[src/rtl/mips_cpu_regfile_mp.sv]
// Multi-read-port MIPS register file with registered write-back stage, partial-load merge and load scoreboard.
// Define REGFILE_BYPASS_EN to forward the write-back stage to reads and regv0 (1-cycle visibility).
module mips_cpu_regfile_mp #(
  parameter int NUM_REGS = 32,
  parameter int NUM_RD   = 2,
  parameter int AW       = $clog2(NUM_REGS)
) (
  input  logic                 clk,
  input  logic                 rst,
  input  logic [NUM_RD*AW-1:0] rd_addr,
  output logic [NUM_RD*32-1:0] rd_data,
  output logic [NUM_RD-1:0]    rd_busy,
  input  logic                 wr_en,
  input  logic [AW-1:0]        wr_addr,
  input  logic [31:0]          wr_data,
  input  logic [5:0]           wr_opcode,
  input  logic [1:0]           wr_vaddr,
  input  logic                 ld_issue,
  input  logic [AW-1:0]        ld_issue_reg,
  output logic                 wr_err,
  output logic [31:0]          regv0
);

  localparam logic [5:0] OP_LB  = 6'b100000;
  localparam logic [5:0] OP_LH  = 6'b100001;
  localparam logic [5:0] OP_LWL = 6'b100010;
  localparam logic [5:0] OP_LBU = 6'b100100;
  localparam logic [5:0] OP_LHU = 6'b100101;
  localparam logic [5:0] OP_LWR = 6'b100110;

  logic [31:0]         regs [NUM_REGS];
  logic                stage_valid;
  logic [AW-1:0]       stage_addr;
  logic [31:0]         stage_data;
  logic [NUM_REGS-1:0] busy;
  logic [NUM_REGS-1:0] busy_next;

  logic [31:0] old_val;
  logic [31:0] merged;
  logic [7:0]  byte_sel;
  logic [15:0] half_sel;
  logic        misaligned;
  logic        is_load;
  logic        do_write;
  logic        capture;

  // The merge always sees the in-flight stage value so back-to-back partial loads compose.
  assign old_val  = (stage_valid && stage_addr == wr_addr) ? stage_data : regs[wr_addr];
  assign byte_sel = wr_data[{wr_vaddr, 3'b000} +: 8];
  assign half_sel = wr_vaddr[1] ? wr_data[31:16] : wr_data[15:0];
  assign is_load  = (wr_opcode >= OP_LB) && (wr_opcode <= OP_LWR);
  assign do_write = wr_en && (wr_addr != '0);
  assign capture  = do_write && !misaligned;

  always_comb begin
    merged     = wr_data;
    misaligned = 1'b0;
    case (wr_opcode)
      OP_LB:  merged = {{24{byte_sel[7]}}, byte_sel};
      OP_LBU: merged = {24'h0, byte_sel};
      OP_LH: begin
        merged     = {{16{half_sel[15]}}, half_sel};
        misaligned = wr_vaddr[0];
      end
      OP_LHU: begin
        merged     = {16'h0, half_sel};
        misaligned = wr_vaddr[0];
      end
      OP_LWL: begin
        case (wr_vaddr)
          2'b00:   merged = {wr_data[7:0],  old_val[23:0]};
          2'b01:   merged = {wr_data[15:0], old_val[15:0]};
          2'b10:   merged = {wr_data[23:0], old_val[7:0]};
          default: merged = wr_data;
        endcase
      end
      OP_LWR: begin
        case (wr_vaddr)
          2'b00:   merged = wr_data;
          2'b01:   merged = {old_val[31:24], wr_data[31:8]};
          2'b10:   merged = {old_val[31:16], wr_data[31:16]};
          default: merged = {old_val[31:8],  wr_data[31:24]};
        endcase
      end
      default: merged = wr_data;
    endcase
  end

  // A new load issue to the same register outranks the completing load.
  always_comb begin
    busy_next = busy;
    if (do_write && is_load)
      busy_next[wr_addr] = 1'b0;
    if (ld_issue && ld_issue_reg != '0)
      busy_next[ld_issue_reg] = 1'b1;
  end

  always_ff @(posedge clk or negedge rst) begin
    if (!rst) begin
      stage_valid <= 1'b0;
      stage_addr  <= '0;
      stage_data  <= '0;
      wr_err      <= 1'b0;
      busy        <= '0;
    end else begin
      stage_valid <= capture;
      if (capture) begin
        stage_addr <= wr_addr;
        stage_data <= merged;
      end
      wr_err <= do_write && misaligned;
      busy   <= busy_next;
    end
  end

  always_ff @(posedge clk or negedge rst) begin
    if (!rst) begin
      for (int i = 0; i < NUM_REGS; i++)
        regs[i] <= '0;
    end else if (stage_valid) begin
      regs[stage_addr] <= stage_data;
    end
  end

  for (genvar k = 0; k < NUM_RD; k++) begin : g_rd
    logic [AW-1:0] sel;
    assign sel = rd_addr[k*AW +: AW];
`ifdef REGFILE_BYPASS_EN
    assign rd_data[k*32 +: 32] = (sel == '0) ? 32'h0 :
                                 (stage_valid && stage_addr == sel) ? stage_data : regs[sel];
    assign rd_busy[k] = busy[sel];
`else
    assign rd_data[k*32 +: 32] = (sel == '0) ? 32'h0 : regs[sel];
    assign rd_busy[k] = busy[sel] | (stage_valid && stage_addr == sel);
`endif
  end

  if (NUM_REGS > 2) begin : g_v0
`ifdef REGFILE_BYPASS_EN
    assign regv0 = (stage_valid && stage_addr == AW'(2)) ? stage_data : regs[2];
`else
    assign regv0 = regs[2];
`endif
  end else begin : g_no_v0
    assign regv0 = 32'h0;
  end

endmodule

[config.mk]
export PLATFORM = sky130hd
export DESIGN_NAME = mips_cpu_regfile_mp
export DESIGN_NICKNAME = d
export VERILOG_FILES = /design/src/rtl/mips_cpu_regfile_mp.sv
export SDC_FILE = /design/constraint.sdc
export NUM_CORES = 2
export LEC_CHECK = 0
export CAP_MARGIN = 10
export CORE_MARGIN = 3
export CORE_UTILIZATION = 50
export CTS_CLUSTER_SIZE = 30
export DETAILED_ROUTE_END_ITERATION = 6
export GPL_TIMING_DRIVEN = 0
export PLACE_DENSITY = 0.67
export SKIP_CTS_REPAIR_TIMING = 1
export SLEW_MARGIN = 40
export SYNTH_ARGS = -nofsm -noshare
export SYNTH_HDL_FRONTEND = slang
export SYNTH_SLANG_ARGS = --single-unit
[constraint.sdc]
create_clock -name clk -period 4.3 [get_ports clk]
set_clock_uncertainty 0.1 [all_clocks]
set_input_delay 0.86 -clock clk [delete_from_list [all_inputs] [get_ports clk]]
set_output_delay 0.86 -clock clk [all_outputs]
set_load 0.05 [all_outputs]
==> metrics.cfg <==
[sta]
max_freq_mhz=219.1
setup_violations=18
maxSlewViolCount=0
setup_slack_ps=-264.2
max-slew-margin-rel_pct=27.87
worst_slew_pin_slew_ps=1074
finalCritPeriodShare_pct=106.1
rsz0062_at_grt=true
finalHoldViolCount=0
min_period_ps=4564

[status]
outcome=complete, but fails checks
violations=negative setup slack

[placed_design]
port_buffers=149
placed_cells=6613
gp_congestion=1.051
dp_hpwl_um=229700
place_worst_setup_slack_ps=-1438

[finish]
fin_nets=5040
ff_latch_area_um2=27400
final_cell_mix=dfrtp_1, mux2_2, mux4_2, mux2i_1, clkbuf_1
final_common_cell=dfrtp_1
final_cells=6887
fillers=10660
syn_to_final_growth_pct=15.53
multi_input_area_um2=38280
drive_gt1_share_pct=51.46

[clocking]
htreeDepth=3
cts_tree=built
cts_buffers=121
clock-sinks=1095
cts_buffer_depth=3
insertion_delay_ps=780
cts_root_buf=clkbuf_16
cts.reportedPaths.clkPinSlew_ps=60

[floorplanning]
coreArea_um2=134300
rows=134
die_x_um=375.1
ios=163
dieArea_um2=140700
fp.dieH_um=375.1
initial_core_util_pct=50.72

[worst_setup_path]
path_class=input pin to register
cp.required_ps=4900
ff2ff_path_depth=10
end_kind=register
crit_fanout=10
worst_setup_path_start_kind=input pin
reg2reg_to=stage_data[24]
cp.arrival_ps=5160
timing.reg2reg.setup_slack_ps=250
r2r_start=stage_addr[4]

[logic_synthesis]
ys.flop_type=dfrtp_1
synth-seq-cells=1095
ys_warn_count=0
synth_edf_count=0
syn_area_um2=68120
postSynth.asyncResetShare_pct=100.0
syn_area_per_cell_um2=14.68
synth.net_count=4703
yosysUniqueCellTypes=78
yosysSeqAreaShare_pct=40.23
synthCells=4639

[drt]
wl_per_cell_um=47.11
drc_errors=0
viasPerCell=7.887
drtIter0Drc=9170
antenna_left=0
dr.pass1.iters=7
via_count=54320
wirelength_um=324400

[hold_path]
hold_depth=1
min_from=busy[0]
hold_path_end=busy[0]
hp-class=register to register

[grt]
grt_max_degree=107
grt_first_pass_wirelength_um=437200
grt-ovfl-total=0
first_global_vias=51710
antenna_found_initial=27
grtUsageTotal_pct=45.79

[run]
max_cap_viol_count=0

[power_and_ir_drop]
leakage_nw=33.79
total_power_mw=43.57
powerDensity_nw_per_um2=553.6
ir_drop_v=0.0003704

-- synth_stat cells, types with 7 or more instances --
cell type / instances / area (µm²)
a211oi_1: 16 / 120.1
a21oi_1: 41 / 205.2
a221oi_1: 9 / 78.83
a22o_1: 10 / 87.58
a22oi_1: 77 / 578.1
a2bb2oi_1: 7 / 61.31
a31o_2: 7 / 61.31
a31oi_1: 7 / 43.79
buf_1: 64 / 240.2
buf_2: 151 / 755.7
buf_4: 50 / 375.4
buf_6: 13 / 146.4
clkbuf_1: 272 / 1021
dfrtp_1: 1095 / 27400
inv_1: 8 / 30.03
mux2_2: 1022 / 11510
mux2i_1: 261 / 2613
mux4_2: 831 / 18720
nand2_1: 104 / 390.4
nand2b_1: 10 / 62.56
nand3_1: 16 / 80.08
nand3b_1: 13 / 97.59
nand4_1: 25 / 156.4
nor2_1: 117 / 439.2
nor3_1: 19 / 95.09
nor4_1: 24 / 150.1
o211ai_1: 13 / 97.59
o21a_1: 9 / 67.56
o21ai_0: 105 / 525.5
o221ai_1: 10 / 87.58
o22ai_1: 94 / 588.1
o2bb2ai_1: 10 / 87.58
o31a_1: 7 / 61.31
or3_1: 11 / 68.82
xnor2_1: 7 / 61.31
xor2_1: 7 / 61.31
-- worst max-delay path: stages --
cell             delay (ps)
clkdlybuf4s50_1         850
buf_4                   460
nor4b_4                 560
buf_8                   250
nand3_1                 120
buf_2                   250
a21oi_2                 760
o221ai_1                710
a21oi_1                 300
-- registers in the layout (all words and copies together) (netlist names) --
signal and count:
stage_data 32, regv0 32, busy 32, regs 992, stage_valid 1, wr_err 1, stage_addr 5
-- per-layer routing --
metal / global-route usage [%] / wire length (µm) / vias up
met4: 31.14 / 26530 / 34
met2: 60.18 / 129500 / 5312
met5: 6.895 / 1355 / -
met1: 55.81 / 110100 / 28330
met3: 26.44 / 56870 / 1358
li1: - / - / 19290
-- power breakdown --
part / switching (mW) / internal [mW]
sequential: 3.40 / 13.6
clock: 4.74 / 6.52
combinational: 7.04 / 8.28
-- how the worst max path moves through the flow --
stage,startpoint,end,depth (start not counted)
3_3_place_gp,rst,regs[787],1
6_report,wr_opcode[0],stage_data[31],9
3_5_place_dp,rd_addr[0],rd_data[15],8
5_1_grt,rd_addr[1],rd_data[23],8
4_1_cts,rd_addr[0],rd_data[12],8
2_1_floorplan,rd_addr[1],rd_busy[0],7
-- final cells by class --
| cell class | instances | share of cell area [%] |
|---|---|---|
| multi-input cells | 2984 | 48.65 |
| flip-flops and latches | 1095 | 34.82 |
| clock buffers | 190 | 4.690 |
| plain buffers | 550 | 4.455 |
| repair buffers | 215 | 3.751 |
| well taps | 1768 | 2.811 |
| clock inverters | 37 | 0.6614 |
| diodes | 39 | 0.1240 |
| inverters | 9 | 0.04293 |
-- per-stage QoR --
| step | area, µm² | hold WS [ps] | util [%] | setup TNS [ps] |
|---|---|---|---|---|
| 6_report | 78700 | 389.9 | 58.60 | -997.1 |
| 5_1_grt | 78660 | 400.1 | 58.57 | -30.72 |
| 4_1_cts | 77690 | -164.2 | 57.85 | -80820 |
| 3_5_place_dp | 73480 | 372.4 | 54.72 | -93410 |
| 3_3_place_gp | 71820 | 373.0 | 53.48 | - |
| 2_1_floorplan | 68120 | 341.3 | - | 0 |
-- cell families (layout without fill, tap and decap cells) --
kind of cell           Yosys count  after routing  share of synthesized area, %
multiplexers                  2114           2114                         48.21
AO/OA/AOI/OAI                  458            458                         4.561
buffers and inverters          560           1001                         3.784
other                            0             39                             0
flip-flops                    1095           1095                         40.23
AND/OR/NAND/NOR                398            398                         3.040
XOR/XNOR                        14             14                        0.1800
No activity file was read; power rests on OpenSTA's default activity.
